## src/rtl/serdes_frame_sequencer.sv

```systemverilog
// Frame sequencer for a serializer/deserializer pair: load, WIDTH shifts, capture,
// then a valid/ready delivery and an inter-frame gap.
module serdes_frame_sequencer #(
  parameter  int WIDTH      = 4,
  parameter  int GAP_CYCLES = 1,
  localparam int CW         = $clog2(WIDTH)
) (
  input  logic          input_clock2_slow_clk_2,
  input  logic          input_push_button1_reset_1,
  input  logic          tx_valid,
  output logic          tx_ready,
  input  logic          pause,
  output logic          load,
  output logic          shift_en,
  output logic [CW-1:0] bit_cnt,
  output logic          capture,
  output logic          rx_valid,
  input  logic          rx_ready,
  output logic          busy,
  output logic [7:0]    frame_cnt,
  output logic [2:0]    state
);

  localparam int GW       = (GAP_CYCLES > 1) ? $clog2(GAP_CYCLES) : 1;
  localparam int GAP_LAST = (GAP_CYCLES > 0) ? GAP_CYCLES - 1 : 0;

  typedef enum logic [2:0] {
    IDLE    = 3'd0,
    LOAD    = 3'd1,
    SHIFT   = 3'd2,
    CAPTURE = 3'd3,
    HOLD    = 3'd4,
    GAP     = 3'd5
  } state_t;

  state_t          state_reg, state_next;
  logic [CW-1:0]   bit_cnt_reg, bit_cnt_next;
  logic [GW-1:0]   gap_cnt_reg, gap_cnt_next;
  logic [7:0]      frame_cnt_reg, frame_cnt_next;

  always_ff @(posedge input_clock2_slow_clk_2 or posedge input_push_button1_reset_1) begin
    if (input_push_button1_reset_1) begin
      state_reg     <= IDLE;
      bit_cnt_reg   <= '0;
      gap_cnt_reg   <= '0;
      frame_cnt_reg <= '0;
    end else begin
      state_reg     <= state_next;
      bit_cnt_reg   <= bit_cnt_next;
      gap_cnt_reg   <= gap_cnt_next;
      frame_cnt_reg <= frame_cnt_next;
    end
  end

  always_comb begin
    state_next     = state_reg;
    bit_cnt_next   = bit_cnt_reg;
    gap_cnt_next   = gap_cnt_reg;
    frame_cnt_next = frame_cnt_reg;
    case (state_reg)
      IDLE: begin
        if (tx_valid) state_next = LOAD;
      end
      LOAD: begin
        bit_cnt_next = '0;
        state_next   = SHIFT;
      end
      SHIFT: begin
        // pause freezes both the bit index and the state
        if (!pause) begin
          if (bit_cnt_reg == CW'(WIDTH - 1)) begin
            bit_cnt_next = '0;
            state_next   = CAPTURE;
          end else begin
            bit_cnt_next = bit_cnt_reg + CW'(1);
          end
        end
      end
      CAPTURE: begin
        state_next = HOLD;
      end
      HOLD: begin
        if (rx_ready) begin
          frame_cnt_next = frame_cnt_reg + 8'd1;
          gap_cnt_next   = '0;
          state_next     = (GAP_CYCLES > 0) ? GAP : IDLE;
        end
      end
      GAP: begin
        if (gap_cnt_reg == GW'(GAP_LAST)) begin
          gap_cnt_next = '0;
          state_next   = IDLE;
        end else begin
          gap_cnt_next = gap_cnt_reg + GW'(1);
        end
      end
      default: begin
        state_next = IDLE;
      end
    endcase
  end

  // tx_ready is the only output that must drop combinationally with reset
  assign tx_ready  = (state_reg == IDLE) & ~input_push_button1_reset_1;
  assign shift_en  = (state_reg == SHIFT) & ~pause;
  assign load      = (state_reg == LOAD);
  assign capture   = (state_reg == CAPTURE);
  assign rx_valid  = (state_reg == HOLD);
  assign busy      = (state_reg != IDLE);
  assign bit_cnt   = bit_cnt_reg;
  assign frame_cnt = frame_cnt_reg;
  assign state     = state_reg;

endmodule

```

## config.mk

```make
export PLATFORM = sky130hd
export DESIGN_NAME = serdes_frame_sequencer
export DESIGN_NICKNAME = d
export VERILOG_FILES = /design/src/rtl/serdes_frame_sequencer.sv
export SDC_FILE = /design/constraint.sdc
export NUM_CORES = 1
export LEC_CHECK = 0
export ABC_CLOCK_PERIOD_IN_PS = 2200
export BUFFER_PORTS_ARGS = -buffer_cell sky130_fd_sc_hd__buf_2
export CELL_PAD_IN_SITES_DETAIL_PLACEMENT = 2
export CELL_PAD_IN_SITES_GLOBAL_PLACEMENT = 2
export CORE_MARGIN = 5
export CORE_UTILIZATION = 32
export CTS_BUF_LIST = sky130_fd_sc_hd__clkbuf_4 sky130_fd_sc_hd__clkbuf_8
export CTS_CLUSTER_DIAMETER = 60
export DETAILED_ROUTE_END_ITERATION = 7
export PLACE_DENSITY_LB_ADDON = 0.1
export SYNTH_ARGS = -nofsm -noshare
export SYNTH_HDL_FRONTEND = slang
export SYNTH_SLANG_ARGS = --single-unit
```

## constraint.sdc

```tcl
create_clock -name input_clock2_slow_clk_2 -period 2.2 [get_ports input_clock2_slow_clk_2]
set_clock_uncertainty 0.1 [all_clocks]
set_input_delay 0.33 -clock input_clock2_slow_clk_2 [delete_from_list [all_inputs] [get_ports input_clock2_slow_clk_2]]
set_output_delay 0.33 -clock input_clock2_slow_clk_2 [all_outputs]
set_load 0.05 [all_outputs]
```

==> impl_metrics.py <==
metrics = {
    "cts": {
        "post_cts_resized": 0,
        "holdBufCountCts": 0,
        "cts.clk_slew.worst_paths_ns": 0.09,
        "cts_buffer_depth": 2,
        "root_buffer": "clkbuf_4",
        "cts_tree": "built",
        "worstSkewPairLatency_ns": 0.27,
        "cts_sinks": 13,
        "numCtsBuffers": 3,
        "htree_levels": 1,
        "postCtsSetupBuffers": 0,
    },
    "timing": {
        "period_share_pct": 92.9,
        "period_needed_ns": 2.04,
        "rsz0062_at_grt": "no",
        "setup_viol": 0,
        "whs_ns": -0.0100,
        "fmax_ghz": 0.489,
        "worst_slack_ns": 0.157,
        "max_slew_margin_pct": 64.9,
        "worstMarginPinSlew_ns": 0.525,
        "hold_violations": 13,
        "maxSlewViolCount": 0,
    },
    "run_status": {
        "violations": "hold timing",
        "outcome": "finished with violations",
    },
    "setup_path": {
        "crit_fanout": 13,
        "critPathArrivalTime_ns": 1.61,
        "slowest_delay_ns": 0.53,
        "path_delay_family": "simple AND/OR/NAND/NOR gates",
        "crit_buf_inv": 1,
        "crit_path_end_kind": "output pin",
        "start_kind": "flop",
        "crit_slowest_cell": "dfrtp_1",
        "crit_required_ns": 1.77,
        "crit_chain": "nor3_1 -> and2_1 -> buf_2",
        "worst-setup-path-type": "flop to output pin",
    },
    "yosys": {
        "avgSynthCellArea_um2": 10.5,
        "syn-num-nets": 72,
        "synth_top_area_share_pct": 47.7,
        "yosysTopAreaCell": "dfrtp_1",
        "synth.area.top_cells": "dfrtp_1 48%, a22o_1 5.1%, xnor2_1 5.1%",
        "syn_inst": 65,
        "synth_cell_types": 26,
        "netlist_area_um2": 682,
        "ys_ff_latch": 13,
        "synth_warnings": 0,
        "seq_area_frac_synth_pct": 47.7,
    },
    "detailed_routing": {
        "viasPerCell": 4.78,
        "route.detailed.drc": 0,
        "routedWlPerCell_um": 14.3,
        "routed_wl_um": 1650,
        "vias": 555,
        "drt_iter0_markers": 0,
        "drtAntennaViolNets": 0,
        "firstDrtPassIters": 1,
    },
    "pwr": {
        "p_switching_uw": 766,
        "power_density_nw_per_um2": 1600,
        "p_sw_share_pct": 55.7,
        "ir_drop_v": 0.000724,
        "seq_power_share_pct": 30.4,
        "p_clk_share_pct": 11.0,
        "comb_power_share_pct": 58.5,
        "finalPower_uw": 1380,
        "total_leakage_power_uw": 0.000475,
        "cellInternalPower_uw": 609,
    },
    "placed_design": {
        "post_dp_cell_area_um2": 831,
        "pre_cts_ws_ns": 0.447,
        "io_buffers": 23,
        "dp_hpwl_um": 1300,
        "place.gp.congestion": 0.684,
    },
    "floorplanning": {
        "ios": 24,
        "die-area_um2": 3150,
        "core_area_um2": 2000,
        "die_w_um": 56.2,
        "num_rows": 16,
        "die_h_um": 56.2,
        "initial_core_util_pct": 34.1,
    },
    "global_route": {
        "grt-ovfl-total": 0,
        "antenna_found_initial": 0,
        "grt_pass1_wl_um": 2820,
        "track_usage_pct": 11.0,
        "grt_max_degree": 14,
        "grt_pass1_vias": 603,
    },
    "layout": {
        "layout_commonest_cell": "buf_2",
        "mostFrequentLayoutCells": "23 x buf_2, 13 x dfrtp_1, 7 x nand2_1",
        "post-route-util_pct": 42.9,
        "area_delta_synth_final_pct": 25.9,
        "final-seq-area_um2": 325,
        "nets": 97,
        "antenna_cells": 0,
        "final_area_um2": 858,
        "final_layout_size_suffix_gt1_share_pct": 38.2,
        "n_fill_cell": 233,
        "largest_reg_flops": 8,
        "multi_input_area_um2": 342,
    },
    "run": {
        "cap_violations": 0,
    },
    "hold_path": {
        "holdCritPathClass": "input port to asynchronous set/reset pin",
    },
}
==> synth_stat cells (all sizes together) <==
cell type,n
xor2,4
nand3,2
nand2b,1
o21a,1
nand4bb,1
nor2,4
and2,1
or3,1
dfrtp,13
buf,4
nand4,1
a21oi,1
nor4,1
ha,2
and4bb,1
nor3,3
a22o,4
o22ai,1
nor2b,1
nand2,7
and3b,1
or2,1
nor3b,2
o21bai,1
xnor2,4
inv,2
==> final timing paths <==
kind | slack [ns] | startpoint | end | cells after the start
setup / recovery | 0.16 | state[0]$_DFFE_PP0P_ | shift_en | 3
min in group input_clock2_slow_clk_2 | 0.32 | rx_ready | state[0]$_DFFE_PP0P_ | 4
hold / removal | -0.01 | input_push_button1_reset_1 | frame_cnt[1]$_DFFE_PP0P_ | 2
setup reg to reg | 0.48 | state[0]$_DFFE_PP0P_ | frame_cnt[6]$_DFFE_PP0P_ | 3
max in group asynchronous | 1.66 | input_push_button1_reset_1 | bit_cnt[0]$_DFFE_PP0P_ | 2
hold reg to reg | 0.37 | frame_cnt[7]$_DFFE_PP0P_ | frame_cnt[7]$_DFFE_PP0P_ | 1
==> power groups by stage <==
stage / sequential (µW) / clock [µW] / combinational, µW
2_1_floorplan: 585 / 0 / 474
3_3_place_gp: 420 / 0 / 804
3_5_place_dp: 428 / 0 / 810
4_1_cts: 422 / 161 / 819
5_1_grt: 441 / 175 / 853
6_report: 419 / 152 / 805
==> layout make-up <==
cell class	instances	share of cell area, %
flip-flops and latches	13	37.9
clock buffers	3	2.62
inverters	2	0.875
multi-input cells	46	39.8
repair buffers	24	14.3
well taps	27	3.94
clock inverters	1	0.583
==> routing by layer <==
metal  up-vias  part of all wire, %  GRT usage (%)
met3         0                  4.7           3.48
met1       272                   48           14.6
met2        12                   47           18.2
met4         0                    0           1.02
met5         -                    0              0
li1        271                    -              -
==> worst register-to-register path: cells and delay by family, from the launching register on <==
family	cells	cell delay, ns
flip-flops	1	0.53
XOR/XNOR	1	0.17
AND/OR/NAND/NOR	2	0.85
==> stage by stage <==
step           std cells  setup TNS [ns]
2_1_floorplan         65          -0.152
3_3_place_gp         112               0
3_5_place_dp         112               0
4_1_cts              116               0
5_1_grt              116               0
6_report             116               0
==> logic make-up (layout without fill, tap and decap cells) <==
| logic type | after synthesis | in the layout | share of synthesized area, % |
|---|---|---|---|
| simple gates | 28 | 28 | 25.3 |
| buf+inv | 6 | 30 | 4.04 |
| xor+xnor | 8 | 8 | 10.3 |
| flops | 13 | 13 | 47.7 |
| compound gates | 8 | 8 | 8.99 |
| fa+ha+maj | 2 | 2 | 3.67 |
Note: power is estimated with default switching activity, not from simulation.
